$ cat config.mk
export PLATFORM = sky130hd
export DESIGN_NAME = uart_led_ctrl
export DESIGN_NICKNAME = d
export VERILOG_FILES = /design/src/rtl/uart_led_ctrl.sv
export SDC_FILE = /design/constraint.sdc
export NUM_CORES = 1
export LEC_CHECK = 0
export CAP_MARGIN = 0
export CORE_MARGIN = 2
export CORE_UTILIZATION = 45
export CTS_BUF_LIST = sky130_fd_sc_hd__clkbuf_8
export CTS_CLUSTER_SIZE = 40
export DETAILED_ROUTE_END_ITERATION = 8
export GPL_ROUTABILITY_DRIVEN = 0
export GPL_TIMING_DRIVEN = 0
export PLACE_DENSITY = 0.65
export SLEW_MARGIN = 10
export SYNTH_ARGS = -nofsm -noshare
export SYNTH_HDL_FRONTEND = slang
export SYNTH_SLANG_ARGS = --single-unit
$ cat constraint.sdc
create_clock -name clk -period 7.44 [get_ports clk]
set_clock_uncertainty 0.05 [all_clocks]
set_input_delay 1.488 -clock clk [delete_from_list [all_inputs] [get_ports clk]]
set_output_delay 1.488 -clock clk [all_outputs]
set_load 0.01 [all_outputs]
$ cat src/rtl/uart_led_ctrl.sv
// uart_led_ctrl: decodes an ASCII command stream into per-channel LED enable
// and PWM brightness, with an RX-activity stretch and command status pulses.
module uart_led_ctrl #(
    parameter int unsigned NUM_LEDS   = 3,
    parameter int unsigned PWM_BITS   = 8,
    parameter int unsigned ACT_CYCLES = 65535
) (
    input  logic                clk,
    input  logic                rstn,
    input  logic [7:0]          rx_byte,
    input  logic                rx_valid,
    output logic [NUM_LEDS-1:0] leds,
    output logic                activity,
    output logic                cmd_ok,
    output logic                cmd_err
);

    localparam int unsigned IDX_W = (NUM_LEDS > 1) ? $clog2(NUM_LEDS) : 1;
    localparam int unsigned ACT_W = $clog2(ACT_CYCLES + 1);

    typedef enum logic [1:0] {
        IDLE    = 2'd0,
        GET_IDX = 2'd1,
        GET_HI  = 2'd2,
        GET_LO  = 2'd3
    } state_t;

    state_t               state, state_n;
    logic [NUM_LEDS-1:0]  en, en_n;
    logic [7:0]           bright   [NUM_LEDS];
    logic [7:0]           bright_n [NUM_LEDS];
    logic [IDX_W-1:0]     idx, idx_n;
    logic [3:0]           hi, hi_n;
    logic                 ok_n, err_n;
    logic [PWM_BITS-1:0]  pcnt;
    logic [ACT_W-1:0]     act_cnt, act_n;
    logic [NUM_LEDS-1:0]  pwm_on;

    logic [7:0]           dig_off;
    logic                 is_led;
    logic [IDX_W-1:0]     dig_idx;
    logic                 is_hex;
    logic [3:0]           hex_val;

    // Duty comparison; a full-scale duty holds the output high for the whole period.
    function automatic logic duty_hit(input logic [7:0] b, input logic [PWM_BITS-1:0] p);
        logic [PWM_BITS-1:0] d;
        d = b[7 -: PWM_BITS];
        return (d == {PWM_BITS{1'b1}}) || (p < d);
    endfunction

    // Byte classification: in-range channel digit and hex nibble value.
    always_comb begin
        dig_off = rx_byte - 8'h31;
        is_led  = (rx_byte >= 8'h31) && (dig_off < 8'(NUM_LEDS));
        dig_idx = IDX_W'(dig_off);
        is_hex  = 1'b0;
        hex_val = 4'd0;
        if (rx_byte >= 8'h30 && rx_byte <= 8'h39) begin
            is_hex  = 1'b1;
            hex_val = rx_byte[3:0];
        end else if ((rx_byte >= 8'h41 && rx_byte <= 8'h46) ||
                     (rx_byte >= 8'h61 && rx_byte <= 8'h66)) begin
            is_hex  = 1'b1;
            hex_val = rx_byte[3:0] + 4'd9;
        end
    end

    // Parser next-state and channel-register updates; aborting bytes are consumed.
    always_comb begin
        state_n  = state;
        en_n     = en;
        bright_n = bright;
        idx_n    = idx;
        hi_n     = hi;
        ok_n     = 1'b0;
        err_n    = 1'b0;
        if (rx_valid) begin
            case (state)
                IDLE: begin
                    if (is_led) begin
                        en_n[dig_idx] = ~en[dig_idx];
                        ok_n          = 1'b1;
                    end else begin
                        case (rx_byte)
                            8'h41: begin en_n = '1; ok_n = 1'b1; end
                            8'h4F: begin en_n = '0; ok_n = 1'b1; end
                            8'h4C: state_n = GET_IDX;
                            8'h0D, 8'h0A, 8'h20: ;
                            default: err_n = 1'b1;
                        endcase
                    end
                end
                GET_IDX: begin
                    if (is_led) begin
                        idx_n   = dig_idx;
                        state_n = GET_HI;
                    end else begin
                        err_n   = 1'b1;
                        state_n = IDLE;
                    end
                end
                GET_HI: begin
                    if (is_hex) begin
                        hi_n    = hex_val;
                        state_n = GET_LO;
                    end else begin
                        err_n   = 1'b1;
                        state_n = IDLE;
                    end
                end
                GET_LO: begin
                    if (is_hex) begin
                        bright_n[idx] = {hi, hex_val};
                        en_n[idx]     = 1'b1;
                        ok_n          = 1'b1;
                    end else begin
                        err_n = 1'b1;
                    end
                    state_n = IDLE;
                end
                default: state_n = IDLE;
            endcase
        end
    end

    // Activity stretch reloads on every byte, otherwise counts down and parks at zero.
    always_comb begin
        act_n = act_cnt;
        if (rx_valid) begin
            act_n = ACT_W'(ACT_CYCLES);
        end else if (act_cnt != '0) begin
            act_n = act_cnt - ACT_W'(1);
        end
    end

    // Per-channel PWM compare against the free-running counter.
    always_comb begin
        pwm_on = '0;
        for (int i = 0; i < NUM_LEDS; i++) begin
            pwm_on[i] = duty_hit(bright[i], pcnt);
        end
    end

    // Parser state register.
    always_ff @(posedge clk) begin
        if (!rstn) begin
            state <= IDLE;
        end else begin
            state <= state_n;
        end
    end

    // Channel settings, PWM counter, activity counter and registered outputs.
    always_ff @(posedge clk) begin
        if (!rstn) begin
            en       <= '0;
            for (int i = 0; i < NUM_LEDS; i++) begin
                bright[i] <= 8'hFF;
            end
            idx      <= '0;
            hi       <= 4'd0;
            pcnt     <= '0;
            act_cnt  <= '0;
            leds     <= '0;
            activity <= 1'b0;
            cmd_ok   <= 1'b0;
            cmd_err  <= 1'b0;
        end else begin
            en       <= en_n;
            bright   <= bright_n;
            idx      <= idx_n;
            hi       <= hi_n;
            pcnt     <= pcnt + PWM_BITS'(1);
            act_cnt  <= act_n;
            leds     <= en & pwm_on;
            activity <= (act_n != '0);
            cmd_ok   <= ok_n;
            cmd_err  <= err_n;
        end
    end

endmodule

==> results.json <==
{
  "status": "completed",
  "cts_tree": "done",
  "synthAdderAreaFrac_pct": 10.9,
  "fin_crit_sh_pct": 61.3,
  "overflow": 0,
  "synth_edf_count": 0,
  "postCtsSetupRepairBufs": 0,
  "yosysWarnings": 0,
  "ctsHtreeMaxLevel": 3,
  "setup_violations": 0,
  "nets": 532,
  "async_flop_share_pct": 0,
  "die-height_um": 97.0,
  "p_leak_uw": 0.00225,
  "final_layout_size_suffix_gt1_share_pct": 5.08,
  "worst_setup_path_end_kind": "register",
  "final_util_pct": 52.8,
  "critical_path_arrival_ps": 4730,
  "holdBufCountCts": 0,
  "setup_ws_ps": 2880,
  "grt_use_met2_pct": 30.9,
  "grt_max_degree": 13,
  "clk_pin_slew_ps": 70,
  "synthesis.area_sq_mm": 0.00389,
  "post-route-min-period_ps": 4560,
  "areaGrowthSynthToFinish_pct": 12.5,
  "crit_top_cell": "clkbuf_1",
  "cts_buffers": 9,
  "cp_cell_sequence": "clkdlybuf4s50_1 > inv_1 > ha_1 > nor3b_1 > a311oi_1 > or2_1 > clkbuf_1 > nand4_1 > clkbuf_1 > mux2i_1 > nand2_1",
  "hp-class": "register to register",
  "root_buffer": "clkbuf_8",
  "placement_rows": 33,
  "irDropWorstVdd_mv": 0.0993,
  "dr.pass1.iters": 7,
  "design.die.area_sq_mm": 0.00941,
  "grt_use_met3_pct": 4.91,
  "critPathKind": "input port to register",
  "syn_inst": 460,
  "maxCapViolCount": 0,
  "dp_hpwl_um": 6640,
  "num_antenna_cells": 0,
  "synth_nets": 505,
  "routedWlPerCell_um": 15.1,
  "cts.path.max_buffers": 2,
  "min_path_cells": 2,
  "antenna_found_initial": 0,
  "whs_ps": 452,
  "timing.setup.tns_ps": 0,
  "synth_top_family_by_area": "simple AND/OR/NAND/NOR gates",
  "reg2reg_slack_ps": 4530,
  "drv_slew": 0,
  "place_area_sq_mm": 0.00418,
  "fp.dieW_um": 97.0,
  "hold_viol": 0,
  "synth_top_area_share_pct": 33.4,
  "synth.avg_cell_area_sq_um": 8.46,
  "grt_pass1_wl_um": 15200,
  "r2r_end": "activity$_SDFF_PN0_",
  "final_cell_mix": "dfxtp_1 (65), nand2_1 (51), ha_1 (34)",
  "drc": 0,
  "min-delay-start": "state[1]$_SDFFE_PN0P_",
  "start_util_pct": 46.9,
  "p_per_area_mw_per_mm2": 173,
  "fmax_mhz": 219,
  "vias": 3362,
  "cpPeakStageDelay_ps": 710,
  "synth_seq_area_share_pct": 33.4,
  "ys_types": 58,
  "ys_seq_elements": 65,
  "grt_usage_pct": 20.0,
  "synth_mux_area_share_pct": 6.49,
  "synth_area_leaders": "dfxtp_1 (33%), ha_1 (11%), mux2i_1 (5.9%)",
  "pre_cts_slack_ps": 2550,
  "grtUsageMet1_pct": 27.3,
  "ant_nets": 0,
  "drt_wl_total_um": 9040,
  "io_pins": 17,
  "final_common_cell": "dfxtp_1",
  "cts_resized": 0,
  "grt_setup_unrepaired": "no",
  "tightest_slew_ps": 839,
  "clock_latency_ps": 350,
  "timing.rr.start": "act_cnt[6]$_SDFF_PN0_",
  "fin_area_sq_mm": 0.00438,
  "vias_per_cell": 5.63,
  "core_sq_mm": 0.00830,
  "synth_compound_area_share_pct": 16.8,
  "relSlewSlack_pct": 43.7,
  "crit_path_start_kind": "input port",
  "cts.sinks": 65,
  "grt_pass1_vias": 3106,
  "port-buffer-count": 16,
  "synth_largest_area_cell": "dfxtp_1",
  "drt-initial-drc-count": 154,
  "synth-simple-area-share_pct": 23.1,
  "min_to": "state[1]$_SDFFE_PN0P_",
  "grt-busiest-layer": "met2",
  "crit_slowest_cell": "a311oi_1",
  "cp_max_fo": 10,
  "cp.required_ps": 7610,
  "synthFlopType": "dfxtp_1",
  "rr_worst_depth": 7,
  "synth-xor-area-share_pct": 3.83
}
## power by group
group          switching (uW)  leakage, uW  internal, uW  total, uW
Sequential               11.0     0.000531           357        368
Clock                     149    0.0000994           155        303
Combinational            49.3      0.00162          37.5       86.8
## through the flow
| stage | total power (uW) | std cells |
|---|---|---|
| floorplan | 434 | 460 |
| global placement | 461 | 581 |
| detailed placement | 462 | 581 |
| CTS | 764 | 597 |
| global route | 794 | 597 |
| finish | 758 | 597 |
## synth_stat cells (3+ instances only)
cell / instances
nand4_1: 14
nor2b_1: 6
o21ai_1: 4
o22ai_1: 4
ha_1: 34
clkbuf_1: 16
or4_1: 5
nor3_1: 6
o211a_1: 4
nand2b_1: 4
a311oi_1: 3
nand3_1: 15
nor3b_1: 5
nor2_1: 31
or2_1: 4
xor2_1: 7
nor4_1: 6
dfxtp_1: 65
o21a_1: 10
and3_1: 4
o31a_1: 3
a21oi_1: 14
mux2i_1: 23
a21o_1: 6
or3_1: 4
and2_1: 10
o211ai_1: 12
o21ai_0: 10
inv_1: 29
xnor2_1: 10
nand2_1: 51
a31oi_1: 5
## per-layer routing
| layer | up-vias | wire length [um] |
|---|---|---|
| met5 | - | 0 |
| met4 | 0 | 120 |
| li1 | 1708 | - |
| met2 | 85 | 4060 |
| met1 | 1559 | 4440 |
| met3 | 10 | 422 |
## critical path, delay by kind of cell
kind	cells	cell delay [ps]
simple gates	4	620
compound gates	1	710
buf+inv	4	1420
fa+ha+maj	1	280
mux	1	220
## area by class of cell
class	count	area (sq um)
inverters	31	116
fillers	782	3920
plain buffers	21	95.1
repair buffers	16	160
flip-flops and latches	65	1300
multi-input cells	343	2380
clock inverters	7	70.1
clock buffers	9	124
well taps	105	131
## state kept, by name, indices dropped and copies added (netlist names)
name and flops:
idx 2, bright 24, pcnt 8, leds 3
cmd_err 1, state 2, act_cnt 16, hi 4
en 3, activity 1, cmd_ok 1
## cells by family (layout without fill, tap and decap cells)
kind of cell | after synthesis | count (layout)
AO/OA/AOI/OAI | 92 | 92
XOR/XNOR | 17 | 17
adder cells (fa/ha/maj) | 34 | 34
buffers and inverters | 52 | 84
flip-flops | 65 | 65
multiplexers | 25 | 25
AND/OR/NAND/NOR | 175 | 175
## how the worst max path moves through the flow
stage                          start  slack [ps]  depth (start not counted)                      end
final                     rx_byte[0]        2880                         11   bright[4]$_SDFFE_PN1P_
after global routing      rx_byte[0]        2590                         11   bright[4]$_SDFFE_PN1P_
after CTS                 rx_byte[0]        2920                         11   bright[5]$_SDFFE_PN1P_
after detailed placement  rx_byte[0]        2550                         11   bright[5]$_SDFFE_PN1P_
after global placement    rx_byte[0]        2580                         11  bright[14]$_SDFFE_PN1P_
after floorplan           rx_byte[3]        3770                          8  bright[20]$_SDFFE_PN1P_
(Power assumes the default switching activity.)
